**src/rtl/alt_mem_ddrx_ecc_pkg.sv**
```systemverilog
// Shared SECDED definitions for the DDRx ECC datapath.
//   - Lane geometry: 72-bit codeword = {ECC[7:0], DATA[63:0]}.
//   - H_MATRIX: one 8-bit check column per data bit, shared with the 64-bit
//     encoder. Data columns are the first 64 odd-weight (>=3) byte values in
//     ascending order. Check bit j uses the weight-1 column (1 << j).
//   - calc_ecc(): check bits for a 64-bit data word.
//   - scrub_state_e: encoding of the scrub request FSM states.
package alt_mem_ddrx_ecc_pkg;

    localparam int ECC_LANE_W = 72;
    localparam int ECC_DATA_W = 64;
    localparam int ECC_CHK_W  = 8;

    typedef enum logic {
        SCRUB_IDLE = 1'b0,
        SCRUB_REQ  = 1'b1
    } scrub_state_e;

    typedef logic [ECC_DATA_W-1:0][ECC_CHK_W-1:0] h_matrix_t;

    // All columns are distinct and of odd weight, and none has weight 1.
    // Therefore any single-bit error gives an odd syndrome, and any
    // double-bit error gives an even, nonzero syndrome.
    function automatic h_matrix_t gen_h_matrix();
        h_matrix_t h;
        int        n;
        int        w;
        h = '0;
        n = 0;
        for (int v = 1; v < 256; v++) begin
            w = 0;
            for (int b = 0; b < 8; b++) w += (v >> b) & 1;
            if (w >= 3 && (w % 2) == 1 && n < ECC_DATA_W) begin
                h[n] = v[ECC_CHK_W-1:0];
                n++;
            end
        end
        return h;
    endfunction

    localparam h_matrix_t H_MATRIX = gen_h_matrix();

    function automatic logic [ECC_CHK_W-1:0] calc_ecc(input logic [ECC_DATA_W-1:0] d);
        logic [ECC_CHK_W-1:0] e;
        e = '0;
        for (int i = 0; i < ECC_DATA_W; i++) begin
            if (d[i]) e ^= H_MATRIX[i];
        end
        return e;
    endfunction

endpackage

```
**src/rtl/alt_mem_ddrx_ecc_dec_lane.sv**
```systemverilog
// Combinational SECDED decoder for a single 72-bit lane.
//   lane_i : {ECC[7:0], DATA[63:0]} as received
//   data_o : data, corrected when a single-bit error is found in the data bits
//   sbe_o  : single-bit error (in either data or check bits), corrected
//   dbe_o  : uncorrectable error; data_o carries the received data unchanged
module alt_mem_ddrx_ecc_dec_lane
    import alt_mem_ddrx_ecc_pkg::*;
(
    input  logic [ECC_LANE_W-1:0] lane_i,
    output logic [ECC_DATA_W-1:0] data_o,
    output logic                  sbe_o,
    output logic                  dbe_o
);

    logic [ECC_CHK_W-1:0]  syn;
    logic [ECC_DATA_W-1:0] flip;

    assign syn = lane_i[ECC_LANE_W-1:ECC_DATA_W] ^ calc_ecc(lane_i[ECC_DATA_W-1:0]);

    // At most one column can match, because all columns are distinct.
    // An even-weight syndrome can never match, because all columns are odd.
    always_comb begin
        for (int i = 0; i < ECC_DATA_W; i++) flip[i] = (H_MATRIX[i] == syn);
    end

    // An odd-weight syndrome is a single-bit error only when it names a data
    // column or a check bit. An odd syndrome that names neither is treated as
    // uncorrectable.
    assign sbe_o  = (^syn) && ((|flip) || $onehot(syn));
    assign dbe_o  = (syn != '0) && !sbe_o;
    assign data_o = lane_i[ECC_DATA_W-1:0] ^ (sbe_o ? flip : '0);

endmodule

```
**src/rtl/alt_mem_ddrx_ecc_decoder_mlane.sv**
```systemverilog
// Multi-lane SECDED read-data decoder with error accounting.
//   ctl_clk / ctl_reset_n      : clock, asynchronous active-low reset
//   cfg_enable_ecc             : 1 = decode, 0 = bypass (same latency, no flags)
//   input_data/_valid/_addr    : read beat, CFG_ECC_LANES x {ECC 8, data 64}
//   output_data/_valid/_addr   : decoded beat, 1+CFG_ECC_DEC_REG cycles later
//   err_sbe_lane/err_dbe_lane  : per-lane flags, qualified by output_data_valid
//   err_corrected / err_fatal  : beat summary flags
//   sbe_count/dbe_count        : saturating lane-error counters, cnt_clear zeroes
//   err_log_*                  : first-error capture with fatal upgrade
//   scrub_req/addr/ack/drop    : one outstanding scrub request for corrected beats
module alt_mem_ddrx_ecc_decoder_mlane
    import alt_mem_ddrx_ecc_pkg::*;
#(
    parameter int CFG_ECC_LANES     = 2,
    parameter int CFG_ECC_DEC_REG   = 1,
    parameter int CFG_ADDR_WIDTH    = 32,
    parameter int CFG_ERR_CNT_WIDTH = 16
) (
    input  logic                                 ctl_clk,
    input  logic                                 ctl_reset_n,
    input  logic                                 cfg_enable_ecc,
    input  logic [ECC_LANE_W*CFG_ECC_LANES-1:0]  input_data,
    input  logic                                 input_data_valid,
    input  logic [CFG_ADDR_WIDTH-1:0]            input_addr,
    output logic [ECC_DATA_W*CFG_ECC_LANES-1:0]  output_data,
    output logic                                 output_data_valid,
    output logic [CFG_ADDR_WIDTH-1:0]            output_addr,
    output logic [CFG_ECC_LANES-1:0]             err_sbe_lane,
    output logic [CFG_ECC_LANES-1:0]             err_dbe_lane,
    output logic                                 err_corrected,
    output logic                                 err_fatal,
    output logic [CFG_ERR_CNT_WIDTH-1:0]         sbe_count,
    output logic [CFG_ERR_CNT_WIDTH-1:0]         dbe_count,
    input  logic                                 cnt_clear,
    output logic                                 err_log_valid,
    output logic [CFG_ADDR_WIDTH-1:0]            err_log_addr,
    output logic                                 err_log_fatal,
    input  logic                                 err_log_clear,
    output logic                                 scrub_req,
    output logic [CFG_ADDR_WIDTH-1:0]            scrub_addr,
    input  logic                                 scrub_ack,
    output logic                                 scrub_drop
);

    localparam int L  = CFG_ECC_LANES;
    localparam int AW = CFG_ADDR_WIDTH;
    localparam int CW = CFG_ERR_CNT_WIDTH;
    localparam int SW = CW + 4;  // headroom for adding up to 8 lane errors

    // Input stage: registered every cycle. The enable travels with the beat.
    logic                    s1_vld_q, s1_en_q;
    logic [AW-1:0]           s1_addr_q;
    logic [ECC_LANE_W*L-1:0] s1_data_q;

    always_ff @(posedge ctl_clk or negedge ctl_reset_n) begin
        if (!ctl_reset_n) begin
            s1_vld_q  <= 1'b0;
            s1_en_q   <= 1'b0;
            s1_addr_q <= '0;
            s1_data_q <= '0;
        end else begin
            s1_vld_q  <= input_data_valid;
            s1_en_q   <= cfg_enable_ecc;
            s1_addr_q <= input_addr;
            s1_data_q <= input_data;
        end
    end

    logic [L-1:0][ECC_DATA_W-1:0] dec_data, r1_data;
    logic [L-1:0]                 dec_sbe, dec_dbe, r1_sbe, r1_dbe;

    for (genvar l = 0; l < L; l++) begin : g_lane
        alt_mem_ddrx_ecc_dec_lane u_lane (
            .lane_i (s1_data_q[l*ECC_LANE_W +: ECC_LANE_W]),
            .data_o (dec_data[l]),
            .sbe_o  (dec_sbe[l]),
            .dbe_o  (dec_dbe[l])
        );
        assign r1_data[l] = s1_en_q ? dec_data[l] : s1_data_q[l*ECC_LANE_W +: ECC_DATA_W];
    end

    // Flags are gated here, so they are never visible without a valid beat.
    assign r1_sbe = (s1_vld_q && s1_en_q) ? dec_sbe : '0;
    assign r1_dbe = (s1_vld_q && s1_en_q) ? dec_dbe : '0;

    logic                         out_vld;
    logic [AW-1:0]                out_addr;
    logic [L-1:0][ECC_DATA_W-1:0] out_data;
    logic [L-1:0]                 out_sbe, out_dbe;

    if (CFG_ECC_DEC_REG != 0) begin : g_reg
        logic                         s2_vld_q;
        logic [AW-1:0]                s2_addr_q;
        logic [L-1:0][ECC_DATA_W-1:0] s2_data_q;
        logic [L-1:0]                 s2_sbe_q, s2_dbe_q;

        always_ff @(posedge ctl_clk or negedge ctl_reset_n) begin
            if (!ctl_reset_n) begin
                s2_vld_q  <= 1'b0;
                s2_addr_q <= '0;
                s2_data_q <= '0;
                s2_sbe_q  <= '0;
                s2_dbe_q  <= '0;
            end else begin
                s2_vld_q  <= s1_vld_q;
                s2_addr_q <= s1_addr_q;
                s2_data_q <= r1_data;
                s2_sbe_q  <= r1_sbe;
                s2_dbe_q  <= r1_dbe;
            end
        end
        assign out_vld  = s2_vld_q;
        assign out_addr = s2_addr_q;
        assign out_data = s2_data_q;
        assign out_sbe  = s2_sbe_q;
        assign out_dbe  = s2_dbe_q;
    end else begin : g_noreg
        assign out_vld  = s1_vld_q;
        assign out_addr = s1_addr_q;
        assign out_data = r1_data;
        assign out_sbe  = r1_sbe;
        assign out_dbe  = r1_dbe;
    end

    assign output_data_valid = out_vld;
    assign output_addr       = out_addr;
    assign output_data       = out_data;
    assign err_sbe_lane      = out_sbe;
    assign err_dbe_lane      = out_dbe;
    assign err_fatal         = |out_dbe;
    assign err_corrected     = (|out_sbe) && !err_fatal;

    // Counters, error log and scrub FSM all observe the output beat.
    logic [CW-1:0] sbe_cnt_q, sbe_cnt_d, dbe_cnt_q, dbe_cnt_d;
    logic [SW-1:0] sbe_sum, dbe_sum;
    logic          log_vld_q, log_vld_d, log_fatal_q, log_fatal_d;
    logic [AW-1:0] log_addr_q, log_addr_d, scrub_addr_q, scrub_addr_d;
    scrub_state_e  state_q, state_d;

    always_comb begin
        sbe_sum   = SW'(sbe_cnt_q) + SW'($countones(out_sbe));
        dbe_sum   = SW'(dbe_cnt_q) + SW'($countones(out_dbe));
        sbe_cnt_d = sbe_cnt_q;
        dbe_cnt_d = dbe_cnt_q;
        if (cnt_clear) begin
            sbe_cnt_d = '0;
            dbe_cnt_d = '0;
        end else if (out_vld) begin
            sbe_cnt_d = (sbe_sum > SW'({CW{1'b1}})) ? '1 : sbe_sum[CW-1:0];
            dbe_cnt_d = (dbe_sum > SW'({CW{1'b1}})) ? '1 : dbe_sum[CW-1:0];
        end
    end

    // If a new error arrives in the same cycle as a log clear, the new error
    // is captured. A fatal error replaces a logged correctable entry.
    always_comb begin
        log_vld_d   = log_vld_q;
        log_fatal_d = log_fatal_q;
        log_addr_d  = log_addr_q;
        if ((err_corrected || err_fatal) &&
            (!log_vld_q || err_log_clear || (!log_fatal_q && err_fatal))) begin
            log_vld_d   = 1'b1;
            log_fatal_d = err_fatal;
            log_addr_d  = out_addr;
        end else if (err_log_clear) begin
            log_vld_d = 1'b0;
        end
    end

    always_comb begin
        state_d      = state_q;
        scrub_addr_d = scrub_addr_q;
        scrub_drop   = 1'b0;
        case (state_q)
            SCRUB_IDLE: begin
                if (err_corrected) begin
                    state_d      = SCRUB_REQ;
                    scrub_addr_d = out_addr;
                end
            end
            SCRUB_REQ: begin
                // While a request is outstanding, including the ack cycle,
                // a newly corrected beat is dropped.
                scrub_drop = err_corrected;
                if (scrub_ack) state_d = SCRUB_IDLE;
            end
            default: state_d = SCRUB_IDLE;
        endcase
    end

    always_ff @(posedge ctl_clk or negedge ctl_reset_n) begin
        if (!ctl_reset_n) begin
            sbe_cnt_q    <= '0;
            dbe_cnt_q    <= '0;
            log_vld_q    <= 1'b0;
            log_fatal_q  <= 1'b0;
            log_addr_q   <= '0;
            scrub_addr_q <= '0;
            state_q      <= SCRUB_IDLE;
        end else begin
            sbe_cnt_q    <= sbe_cnt_d;
            dbe_cnt_q    <= dbe_cnt_d;
            log_vld_q    <= log_vld_d;
            log_fatal_q  <= log_fatal_d;
            log_addr_q   <= log_addr_d;
            scrub_addr_q <= scrub_addr_d;
            state_q      <= state_d;
        end
    end

    assign sbe_count     = sbe_cnt_q;
    assign dbe_count     = dbe_cnt_q;
    assign err_log_valid = log_vld_q;
    assign err_log_fatal = log_fatal_q;
    assign err_log_addr  = log_addr_q;
    assign scrub_req     = (state_q == SCRUB_REQ);
    assign scrub_addr    = scrub_addr_q;

endmodule
```
**config.mk**
```make
export PLATFORM = sky130hd
export DESIGN_NAME = alt_mem_ddrx_ecc_decoder_mlane
export DESIGN_NICKNAME = d
export VERILOG_FILES = /design/src/rtl/alt_mem_ddrx_ecc_pkg.sv /design/src/rtl/alt_mem_ddrx_ecc_dec_lane.sv /design/src/rtl/alt_mem_ddrx_ecc_decoder_mlane.sv
export SDC_FILE = /design/constraint.sdc
export NUM_CORES = 1
export LEC_CHECK = 0
export CAP_MARGIN = 25
export CORE_ASPECT_RATIO = 0.7
export CORE_MARGIN = 4
export CORE_UTILIZATION = 50
export DETAILED_ROUTE_END_ITERATION = 10
export GPL_TIMING_DRIVEN = 0
export HOLD_SLACK_MARGIN = 0.1
export PLACE_DENSITY = 0.8
export RECOVER_POWER = 100
export SLEW_MARGIN = 20
export SYNTH_ARGS = -nofsm -noshare
export SYNTH_HDL_FRONTEND = slang
export SYNTH_SLANG_ARGS = --single-unit
```
**constraint.sdc**
```tcl
create_clock -name ctl_clk -period 6.2 [get_ports ctl_clk]
set_input_delay 0.62 -clock ctl_clk [delete_from_list [all_inputs] [get_ports ctl_clk]]
set_output_delay 0.62 -clock ctl_clk [all_outputs]
set_load 0.1 [all_outputs]
```
==> impl_metrics.toml <==
[status]
status = "finished with violations"
violations = "max-capacitance violations, max-slew violations"

[worst_setup_path]
crit_top_cell = "xnor2_1"
critical_path_buf_inv_count = 4
cp_cell_sequence = "xnor2_1 > xnor2_1 > xor2_1 > xnor2_1 > xnor2_1 > xor2_1 > ha_1 > clkbuf_1 > buf_2 > inv_1 > fa_1 > inv_1 > fa_1 > ha_1 > fa_1 > nor4b_1 > nor4_1 > nand3_1 > o21ai_1 > and2_1"
arrival_ps = 6370
crit_fanout = 10
cp-start-kind = "register"
slowest_delay_ps = 510
cp.depth = 20
cp_slowest_cell = "fa_1"
crit_type = "reg2reg"
required_ps = 6630
worst_r2r_path_depth = 20
crit_family = "adder cells"
cp-end-kind = "register"

[timing]
rsz0062_at_grt = "no"
fmax_ghz = 0.168
finalHoldViolations = 0
drv_slew = 451
setup_viol = 0
fin_crit_sh_pct = 95.9
slew_headroom_pct = -68.7
clock_skew_ps = 22.7
fin_crit_ps = 5950
worst_pin_slew_ps = 2530

[floorplanning]
die_w_um = 243
core_area_um2 = 37600
chipHeight_um = 172
dieArea_um2 = 41800
initial_core_util_pct = 51.3
rows = 59
ios = 450

[synth]
async_flop_share_pct = 100
ys_warn_count = 0
syn-num-nets = 1771
ys_seq_area_share_pct = 57.4
syn_area_per_cell_um2 = 12.5
synth_largest_area_cell = "dfrtp_1"
synthFlopType = "dfrtp_1"
synth_seq_cells = 442
syn-cell-area_um2 = 19300
yosys-top-cells-count = "dfrtp_1 (442), xnor2_1 (353), nand2_1 (98)"
synth_edf_count = 0
synth_area_leaders = "dfrtp_1 (57%), xnor2_1 (16%), mux2_2 (3.7%), xor2_1 (3.6%), ha_1 (2.6%)"
synth.top_cell.area_share_pct = 57.4
yosysUniqueCellTypes = 62
yosysMostFrequentCell = "dfrtp_1"
syn_inst = 1538

[route]
drt_first_pass_iters = 6
dr.first_iter.drc_count = 1160
routedWlPerCell_um = 22.7
drc = 0
vias = 13800
ant_nets = 0
drt-total-wl_um = 58000
vias_per_cell = 5.39

[final_layout]
finalCoreUtilization_pct = 68.6
nNetsFinal = 2270
final_area_um2 = 25800
ff_latch_area_um2 = 11100
drive_above_1_share_pct = 7.60
area_growth_pct = 33.7
multi_input_area_um2 = 7780
fill_cells = 2652

[clocking]
clk_root_buffer_cell = "clkbuf_16"
numCtsBuffers = 41
insertion_delay_ps = 550
cts_setup_buffers = 0
cts.htree.levels = 2
clock_path_buffers = 3
clk_transition_reported_paths_ps = 70
cts_tree = "yes"
cts.sinks = 442

[hold_path]
hold_class = "reg2reg"
min_path_cells = 0

[placed_design]
io_buffer_count = 449
place_congestion = 0.915
place.detailed.hpwl_um = 44600
place_area_um2 = 24500

[global_route]
grt_pass1_vias = 14200
grt_overflow = 0
grt_start_max_net_pins = 105
grt.total_usage_pct = 27.3
grt_pass1_wl_um = 86600
antenna_found_initial = 8

[run]
cap_violations = 5
worst register-to-register path: cells and delay by family, from the launching register on:
kind,cells,cell delay [ps]
compound gates,1,90
flops,1,430
buf+inv,4,880
fa+ha+maj,5,1850
simple gates,4,860
xor+xnor,6,1720
sequential cells by signal (all words and copies together) (netlist names), 16 cells and up:
| signal | cells |
|---|---|
| output_addr | 32 |
| output_data | 128 |
| s1_data_q | 144 |
| dbe_count | 16 |
| err_log_addr | 32 |
| s1_addr_q | 32 |
| sbe_count | 16 |
| scrub_addr | 32 |
cells by family (layout without fill, tap and decap cells):
logic type / Yosys count / in the layout / synth area share [%]
DFF: 442 / 442 / 57.4
adders and majority gates: 50 / 50 / 3.64
and+or+nand+nor: 320 / 320 / 7.96
AOI/OAI and AO/OA: 128 / 128 / 4.66
muxes: 65 / 65 / 3.79
xor gates and xnor gates: 443 / 443 / 20.6
buffers and inverters: 90 / 618 / 1.98
other: 0 / 5 / 0
worst paths after layout:
check | slack (ps) | start | to
max reg2reg | 250 | s1_data_q[27]$_DFF_PN0_ | err_dbe_lane[0]$_DFF_PN0_
min in group asynchronous | 1260 | ctl_reset_n | err_log_addr[4]$_DFFE_PN0P_
min reg2reg | 340 | s1_addr_q[7]$_DFF_PN0_ | output_addr[7]$_DFF_PN0_
max | 250 | s1_data_q[27]$_DFF_PN0_ | err_dbe_lane[0]$_DFF_PN0_
max in group asynchronous | 1500 | ctl_reset_n | s1_data_q[45]$_DFF_PN0_
min | 340 | s1_addr_q[7]$_DFF_PN0_ | output_addr[7]$_DFF_PN0_
final cells by class:
cell class              count  area share (%)
inverters                  24           0.350
well taps                 488            2.37
clock buffers              59            4.75
multi-input cells        1006            30.2
flip-flops and latches    442            42.9
diodes                      5          0.0486
plain buffers              66            1.09
repair buffers            456            17.6
clock inverters            13           0.685
through the flow:
step | hold WS (ps) | std cells | setup slack [ps] | setup TNS [ps]
floorplan | 324 | 1538 | 1420 | 0
global placement | 331 | 2475 | -14110 | -6212250
detailed placement | 335 | 2479 | 137 | 0
CTS | 341 | 2552 | 75.6 | 0
global route | 345 | 2558 | 10.6 | 0
finish | 341 | 2559 | 253 | 0
timing repair:
| item | in CTS | in global routing |
|---|---|---|
| endpoints found under the setup margin | 0 | 2 |
| hold buffers | 1 | 0 |
| endpoints found under the hold margin | 38 | 0 |
| gates resized for setup | 0 | 5 |
cell usage in the layout (no fill, tap or decap), types with 24 or more instances in the layout:
master,count
nand2_1,98
nor2_1,64
xor2_1,80
ha_1,40
dlygate4sd3_1,447
nand3_1,95
mux2_2,63
inv_1,24
clkbuf_16,42
clkbuf_1,57
xnor2_1,353
dfrtp_1,442
per-layer routing:
metal  share of wire [%]  global-route usage (%)  wire length [um]
met3                 8.8                    6.94              5090
met2                  46                    43.0             26800
met4                 2.5                    7.20              1440
met5                   0                       0                 0
met1                  43                    38.4             24700
Power is not shown: default switching activity piles up to over one toggle a cycle in this logic, so the estimate is an artifact.
